$ cat config.mk
export PLATFORM = sky130hd
export DESIGN_NAME = sm_addsub_pipe
export DESIGN_NICKNAME = d
export VERILOG_FILES = /design/src/rtl/sm_addsub_pipe.sv
export SDC_FILE = /design/constraint.sdc
export NUM_CORES = 1
export LEC_CHECK = 0
export BUFFER_PORTS_ARGS = -buffer_cell sky130_fd_sc_hd__buf_4
export CAP_MARGIN = 25
export CORE_AREA = 2 2 64 60
export CTS_BUF_LIST = sky130_fd_sc_hd__clkbuf_16
export CTS_CLUSTER_DIAMETER = 200
export DETAILED_ROUTE_END_ITERATION = 6
export DIE_AREA = 0 0 66 62
export GPL_TIMING_DRIVEN = 0
export PLACE_DENSITY = 0.95
export SLEW_MARGIN = 20
export SYNTH_ARGS = -nofsm -noshare
export SYNTH_HDL_FRONTEND = slang
export SYNTH_SLANG_ARGS = --single-unit
$ cat constraint.sdc
create_clock -name i_clk -period 4.21 [get_ports i_clk]
set_input_delay 0.842 -clock i_clk [delete_from_list [all_inputs] [get_ports i_clk]]
set_output_delay 0.842 -clock i_clk [all_outputs]
set_load 0.02 [all_outputs]
$ cat src/rtl/sm_addsub_pipe.sv
// Two-stage pipelined sign-magnitude adder/subtractor with valid/ready handshake.
// Define SM_ADDSUB_SATURATE_EN to saturate the magnitude on overflow instead of wrapping.
module sm_addsub_pipe #(
  parameter int unsigned N = 8
) (
  input  logic         i_clk,
  input  logic         i_rst,
  input  logic         i_valid,
  output logic         o_ready,
  input  logic         i_op,
  input  logic [N-1:0] i_a,
  input  logic [N-1:0] i_b,
  output logic         o_valid,
  input  logic         i_ready,
  output logic [N-1:0] o_out,
  output logic         o_carry,
  output logic         o_zero
);

  localparam int unsigned MW = N - 1;

  logic          s2_load;
  logic          s1_load;

  logic          s1_valid_q;
  logic          s1_sa_q;
  logic          s1_sb_q;
  logic          s1_same_q;
  logic          s1_ge_q;
  logic [MW-1:0] s1_ma_q;
  logic [MW-1:0] s1_mb_q;

  logic          sa_c;
  logic          sb_c;
  logic [MW-1:0] ma_c;
  logic [MW-1:0] mb_c;

  logic [MW:0]   sum_c;
  logic [MW-1:0] mag_c;
  logic          sign_c;
  logic          carry_c;
  logic          zero_c;

  logic          valid_q;
  logic [N-1:0]  out_q;
  logic          carry_q;
  logic          zero_q;

  // Stage 2 advances when empty or draining; stage 1 advances when empty or stage 2 advances.
  always_comb begin
    s2_load = !valid_q || i_ready;
    s1_load = !s1_valid_q || s2_load;
  end

  assign o_ready = s1_load;

  // Operand decode: subtraction flips the effective sign of B.
  always_comb begin
    sa_c = i_a[N-1];
    sb_c = i_b[N-1] ^ i_op;
    ma_c = i_a[MW-1:0];
    mb_c = i_b[MW-1:0];
  end

  always_ff @(posedge i_clk) begin
    if (i_rst) begin
      s1_valid_q <= 1'b0;
      s1_sa_q    <= 1'b0;
      s1_sb_q    <= 1'b0;
      s1_same_q  <= 1'b0;
      s1_ge_q    <= 1'b0;
      s1_ma_q    <= '0;
      s1_mb_q    <= '0;
    end else if (s1_load) begin
      s1_valid_q <= i_valid;
      if (i_valid) begin
        s1_sa_q   <= sa_c;
        s1_sb_q   <= sb_c;
        s1_same_q <= (sa_c == sb_c);
        s1_ge_q   <= (ma_c >= mb_c);
        s1_ma_q   <= ma_c;
        s1_mb_q   <= mb_c;
      end
    end
  end

  assign sum_c = {1'b0, s1_ma_q} + {1'b0, s1_mb_q};

  // Result magnitude/sign selection, overflow handling and negative-zero cleanup.
  always_comb begin
    mag_c   = '0;
    sign_c  = 1'b0;
    carry_c = 1'b0;
    zero_c  = 1'b0;
    if (s1_same_q) begin
      mag_c   = sum_c[MW-1:0];
      sign_c  = s1_sa_q;
      carry_c = sum_c[MW];
    end else if (s1_ge_q) begin
      mag_c  = s1_ma_q - s1_mb_q;
      sign_c = s1_sa_q;
    end else begin
      mag_c  = s1_mb_q - s1_ma_q;
      sign_c = s1_sb_q;
    end
`ifdef SM_ADDSUB_SATURATE_EN
    if (carry_c) begin
      mag_c = '1;
    end
`endif
    zero_c = (mag_c == '0);
    if (zero_c) begin
      sign_c = 1'b0;
    end
  end

  always_ff @(posedge i_clk) begin
    if (i_rst) begin
      valid_q <= 1'b0;
      out_q   <= '0;
      carry_q <= 1'b0;
      zero_q  <= 1'b0;
    end else if (s2_load) begin
      valid_q <= s1_valid_q;
      if (s1_valid_q) begin
        out_q   <= {sign_c, mag_c};
        carry_q <= carry_c;
        zero_q  <= zero_c;
      end
    end
  end

  assign o_valid = valid_q;
  assign o_out   = out_q;
  assign o_carry = carry_q;
  assign o_zero  = zero_q;

endmodule

Word level (Yosys, flattened, before mapping)
Index checks and enable logic that the tools add are counted.

Flip-flop bits (word level): 30. Input bits: 21. Output and inout bits: 12. Word-level logic and storage cells: 30.

$add $sub $neg: 3. Magnitude comparators: 1. Equal/unequal tests: 1. Mux-type cells: 6. Bitwise gates (word level): 1. Reduce and logical (&&, ||, !) cells: 7.

Operators by type and width (number): $mux 7 (2); $sub 7x7->7 (2); $add 7x7->8 (1); $ge 7x7->1 (1); $logic_not 7->1 (1); $mux 1 (4); $reduce_and 2->1 (2); $logic_not 1->1 (2); $logic_or 1x1->1 (2); $eq 1x1->1 (1); $xor 1x1->1 (1).

Logic depth before layout (Yosys ltp)
Depth after elaboration: 5. Gate-level depth with buffers: 10. Depth with buffers taken out: 10.

Worst setup path before layout
OpenSTA, ideal clock, no wires.

Path type: flip-flop to flip-flop. Start point: register s1_ma_q[0]. End point: register out_q[7] (netlist: o_out[7]). Library setup time: 117 ps. Data arrival time: 2029 ps. Data required time: 4093 ps. Setup slack: 2063 ps. Stages on the path, launching flop included: 11. Buffers on the path: 0. Period minus slack after synthesis: 2147 ps. Path through: dfxtp_1 inv_1 ha_1 fa_1 nand2b_1 a22oi_1 a2111oi_2 a21oi_2 xor2_1 nand4_1 a32o_1.

Word-level cells in the longest chain between the ends: 5. Elaborated cells on any way between the ends: 7. Classes of those cells: add/sub (3); mux (3); reduce/logical (1).

RTL lines: from (decl) (line 30) `logic [MW-1:0] s1_ma_q;`; from (signal assigned) (line 81) `s1_ma_q <= ma_c;`; $sub 7x7->7 (on tied branches) (line 103, 100); $mux 7 (line 99) `end else if (s1_ge_q) begin`; $mux 7 * (line 95) `if (s1_same_q) begin`; $logic_not 7->1 * (line 111) `zero_c = (mag_c == '0);`; $mux 1 * (line 112) `if (zero_c) begin`; to (signal assigned) (line 126) `out_q <= {sign_c, mag_c};`; to (decl) (line 45) `logic [N-1:0] out_q;`.

Every way passes the cells marked *; elsewhere a longest branch is shown, timed or not. A chain may end at the register's enable or synchronous reset.

Worst setup path in the final report
Start point: register s1_mb_q[0]. End point: register out_q[7] (netlist: o_out[7]).

Word-level cells in the longest chain between the ends: 5. Elaborated cells on any way between the ends: 7. Classes of those cells: add/sub (3); mux (3); reduce/logical (1).

RTL lines: from (decl) (line 31) `logic [MW-1:0] s1_mb_q;`; from (signal assigned) (line 82) `s1_mb_q <= mb_c;`; $sub 7x7->7 (on tied branches) (line 103, 100); $mux 7 (line 99); $mux 7 * (line 95); $logic_not 7->1 * (line 111); $mux 1 * (line 112).

Marked as above.

==> metrics list <==
- After synthesis, the share of cell area in mux cells is 0.01972.
- The number of slew-limit violations in the final report was 0.
- Via density per instance: 5.457
* Vias in the first global route: roughly 1700
- For this configuration, the core starts out at a cell density of 0.5768.
- Hold Buf Count CTS: 0
- The initialized floorplan defines 21 standard-cell rows.
- Relative to the synthesized area, the layout overhead comes to 22.49%.
- Number of resized instances in the post-cts repair step: 0
- Across the run, the number of max-cap violations was 0.
- Worst slack on hold paths: 0.4730 ns
- The synthesized netlist contains 38 unique library cells.
- Clock tree root buffer cell: sky130_fd_sc_hd__clkbuf_16
- The die is 62 um tall.
- After detailed routing, the number of remaining DRC violations is 0.
* Top fanout value on the critical path: 4
* Mapped cell area: ~0.0020 mm2
- For this block, the initial DRC count from the detailed router was 77.
- Data on the critical path arrives at its endpoint at 2.63 ns.
- Counting flops and latches in the post-synthesis netlist gives 30.
- Share of the synthesized area in compound gates (AO/OA/AOI/OAI): 0.1836
* Warnings from Yosys: 0
* TritonCTS clock tree: done
- I/O Buffers: 32
* Global placement routability congestion: about 0.86
- Tightest slew margin relative to the limit: 0.6753
- Clock Pin Slew Worst Setup and Hold Paths: 0.05 ns
* Status: finished, final reports clean
* Power Density: between 300 and 400 mW/mm2
- Clock skew: 0.002528 ns
* Overflow left after global routing: 0
- The count of nets left with antenna violations once routing finished came out at 0.
- The critical path is of the reg -> reg type.
- At the end of the flow the core is filled with cells to 0.7065.
- Averaged over all synthesized cells, the footprint is 7.932 um2.
- The tree built by TritonCTS fans out to 30 sinks.
* Post-Route Setup TNS: 0 ns
- Core Region: ~0.0035 mm2
- Critical path startpoint category: flop
* Num CTS Buffers: 5
* Number of antenna violations at the first check in global routing: 0
- Adder-cell share of the synthesized area: 0.1898
- After detailed routing, the average wire length per cell comes to around 13 um.
- Share of synthesized area occupied by flip-flops and latches: 0.2957
* Synthesized Nets: 306
- For this run, the total global-route usage over all layers was measured as 0.2393.
- The completed layout was analyzed and its total power is about 920 uW.
- Of the total synthesized cell area, the portion taken by AND, OR, NAND and NOR gates is 0.2002.
- Entering global routing, the biggest net connects 11 pins.
- Endpoint kind of the worst setup timing path: flop
* Detailed placer's ending HPWL: 3.392 mm
- Post-Synthesis Cells: around 260
* Final routed wirelength across all metal layers: 4.478 mm
- By area, the combinational part of the netlist is dominated by simple AND/OR/NAND/NOR gates.
- Floorplan die area: about 0.004 mm2
* Fmax: 0.4059 GHz
- For this design the static power due to leakage is roughly 0.0011 uW.
- Final nets: approximately 350
- The path class of the tightest hold or removal check is reg -> reg.
- Number of diodes: 0
- Clock Path Buffers: 2
- In the finished design, the share of the clock period the worst path needs comes to 0.5852.
- In the final layout, the share of cells above drive strength 1 is 0.1593.
- Of the total synthesized cell area, the portion taken by XOR and XNOR cells is 0.03019.
- The total count of hold-check failures in the final report was 0.
- Postcts setup bufs: 0
* Worst VDD drop: 0.2314 mV
- Across all layers, the routed design uses 1861 vias.
* Top-level port count: 33
- Measured slew at the worst slew-check pin: 0.4871 ns
* Total setup violations reported at the end of the flow: 0
* First-pass GRT wire length: 7.417 mm
- Iteration count of the initial detailed-routing pass: 4
- RSZ-0062 raised after global routing: false
- Clock network latency to the later pin of the worst-skew pair: 0.27 ns
- Die extent in x: 66 um
* Endpoint required time on the critical path: 4.38 ns
- The routed design could run at a clock period as short as 2.464 ns.
* Maximum level of the CTS H-tree: 2
registers in the layout, summed over array words and instances, names as in the netlist:
signal      cells
s1_same_q       1
s1_mb_q         7
s1_valid_q      1
o_carry         1
s1_ma_q         7
s1_sb_q         1
s1_sa_q         1
o_valid         1
o_zero          1
s1_ge_q         1
o_out           8
kinds of logic (layout without fill, tap and decap cells):
logic type	count (synthesis)	after routing
compound gates	58	58
xor+xnor	7	7
fa+ha+maj	29	29
buf+inv	37	76
flops	30	30
mux	4	4
simple gates	91	91
layout make-up:
class / instances / area, um2
Buffer: 12 / 70.07
Fill cell: 280 / 1033
Timing Repair Buffer: 32 / 240.2
Tap cell: 46 / 57.56
Sequential cell: 30 / 600.6
Clock buffer: 5 / 125.1
Inverter: 25 / 93.84
Multi-Input combinational cell: 189 / 1266
Clock inverter: 2 / 33.78
power by group:
group	internal [uW]	switching, uW	total (uW)
Clock	273	118	391
Sequential	303	15.2	318
Combinational	92.5	114	207
Total	668	247	915
critical path: stages (launching register included):
cell                        delay [ns]
sky130_fd_sc_hd__dfxtp_1          0.37
sky130_fd_sc_hd__inv_1            0.06
sky130_fd_sc_hd__ha_1             0.21
sky130_fd_sc_hd__fa_1             0.39
sky130_fd_sc_hd__nand2b_1         0.18
sky130_fd_sc_hd__a22oi_1          0.26
sky130_fd_sc_hd__a2111oi_2        0.12
sky130_fd_sc_hd__a21oi_2          0.13
sky130_fd_sc_hd__xor2_1           0.22
sky130_fd_sc_hd__nand4_1          0.18
sky130_fd_sc_hd__a32o_1           0.24
cell usage in the layout (no fill, tap or decap), drive strengths merged, types with 2 or more instances in the layout:
cell	instances
nor2	25
nand3	2
a211oi	8
dfxtp	30
a21o	2
xnor2	5
o21ai	5
o31ai	3
nor3	5
nand2	39
nor2b	8
a2111oi	2
nand2b	4
a21oi	31
mux2i	4
inv	25
clkbuf	12
buf	37
fa	3
ha	26
nand3b	4
o31a	2
xor2	2
worst paths after layout:
| kind | startpoint | endpoint | slack (ns) | cells past startpoint |
|---|---|---|---|---|
| setup / recovery | s1_mb_q[0] | o_out[7] | 1.75 | 10 |
| hold / removal | o_out[3] | o_out[3] | 0.47 | 2 |
| setup reg to reg | s1_mb_q[0] | o_out[7] | 1.75 | 10 |
| hold reg to reg | o_out[3] | o_out[3] | 0.47 | 2 |
routing by layer:
metal	share of wire	vias to the layer above	routed length, um	GRT usage
li1	-	935	-	-
met1	0.43	857	1944	0.2693
met2	0.50	58	2229	0.4444
met3	0.050	11	226	0.06306
met4	0.017	0	78	0.08746
met5	0	-	0	0
Yosys cell counts (all sizes together):
master   instances  share of area
mux2i            4          0.020
nor3b            1         0.0037
nand4            1         0.0031
and2             1         0.0031
o21ai            5          0.012
nand3b           4          0.015
a31o             1         0.0043
buf              5          0.022
clkbuf           7          0.013
dfxtp           30           0.30
a32o             1         0.0049
inv             25          0.046
a41oi            1         0.0043
a221oi           1         0.0043
xor2             2         0.0086
xnor2            5          0.022
a2111oi          2          0.012
a21o             2         0.0074
o31ai            3          0.014
fa               3          0.030
nand3            2         0.0049
and3             1         0.0031
nor2b            8          0.025
a22oi            1         0.0037
ha              26           0.16
nand2b           4          0.012
a21oi           31          0.078
nor3             5          0.012
o31a             2         0.0086
a211oi           8          0.030
nor2            25          0.046
nand2           39          0.072
metrics by stage:
step	cell area [um2]	cells	setup WS (ns)
finish	2487	341	1.746
global route	2487	341	1.587
detailed placement	2328	334	1.766
CTS	2487	341	1.779
floorplan	2031	256	2.063
global placement	2328	334	1.852
(Power assumes the default switching activity.)
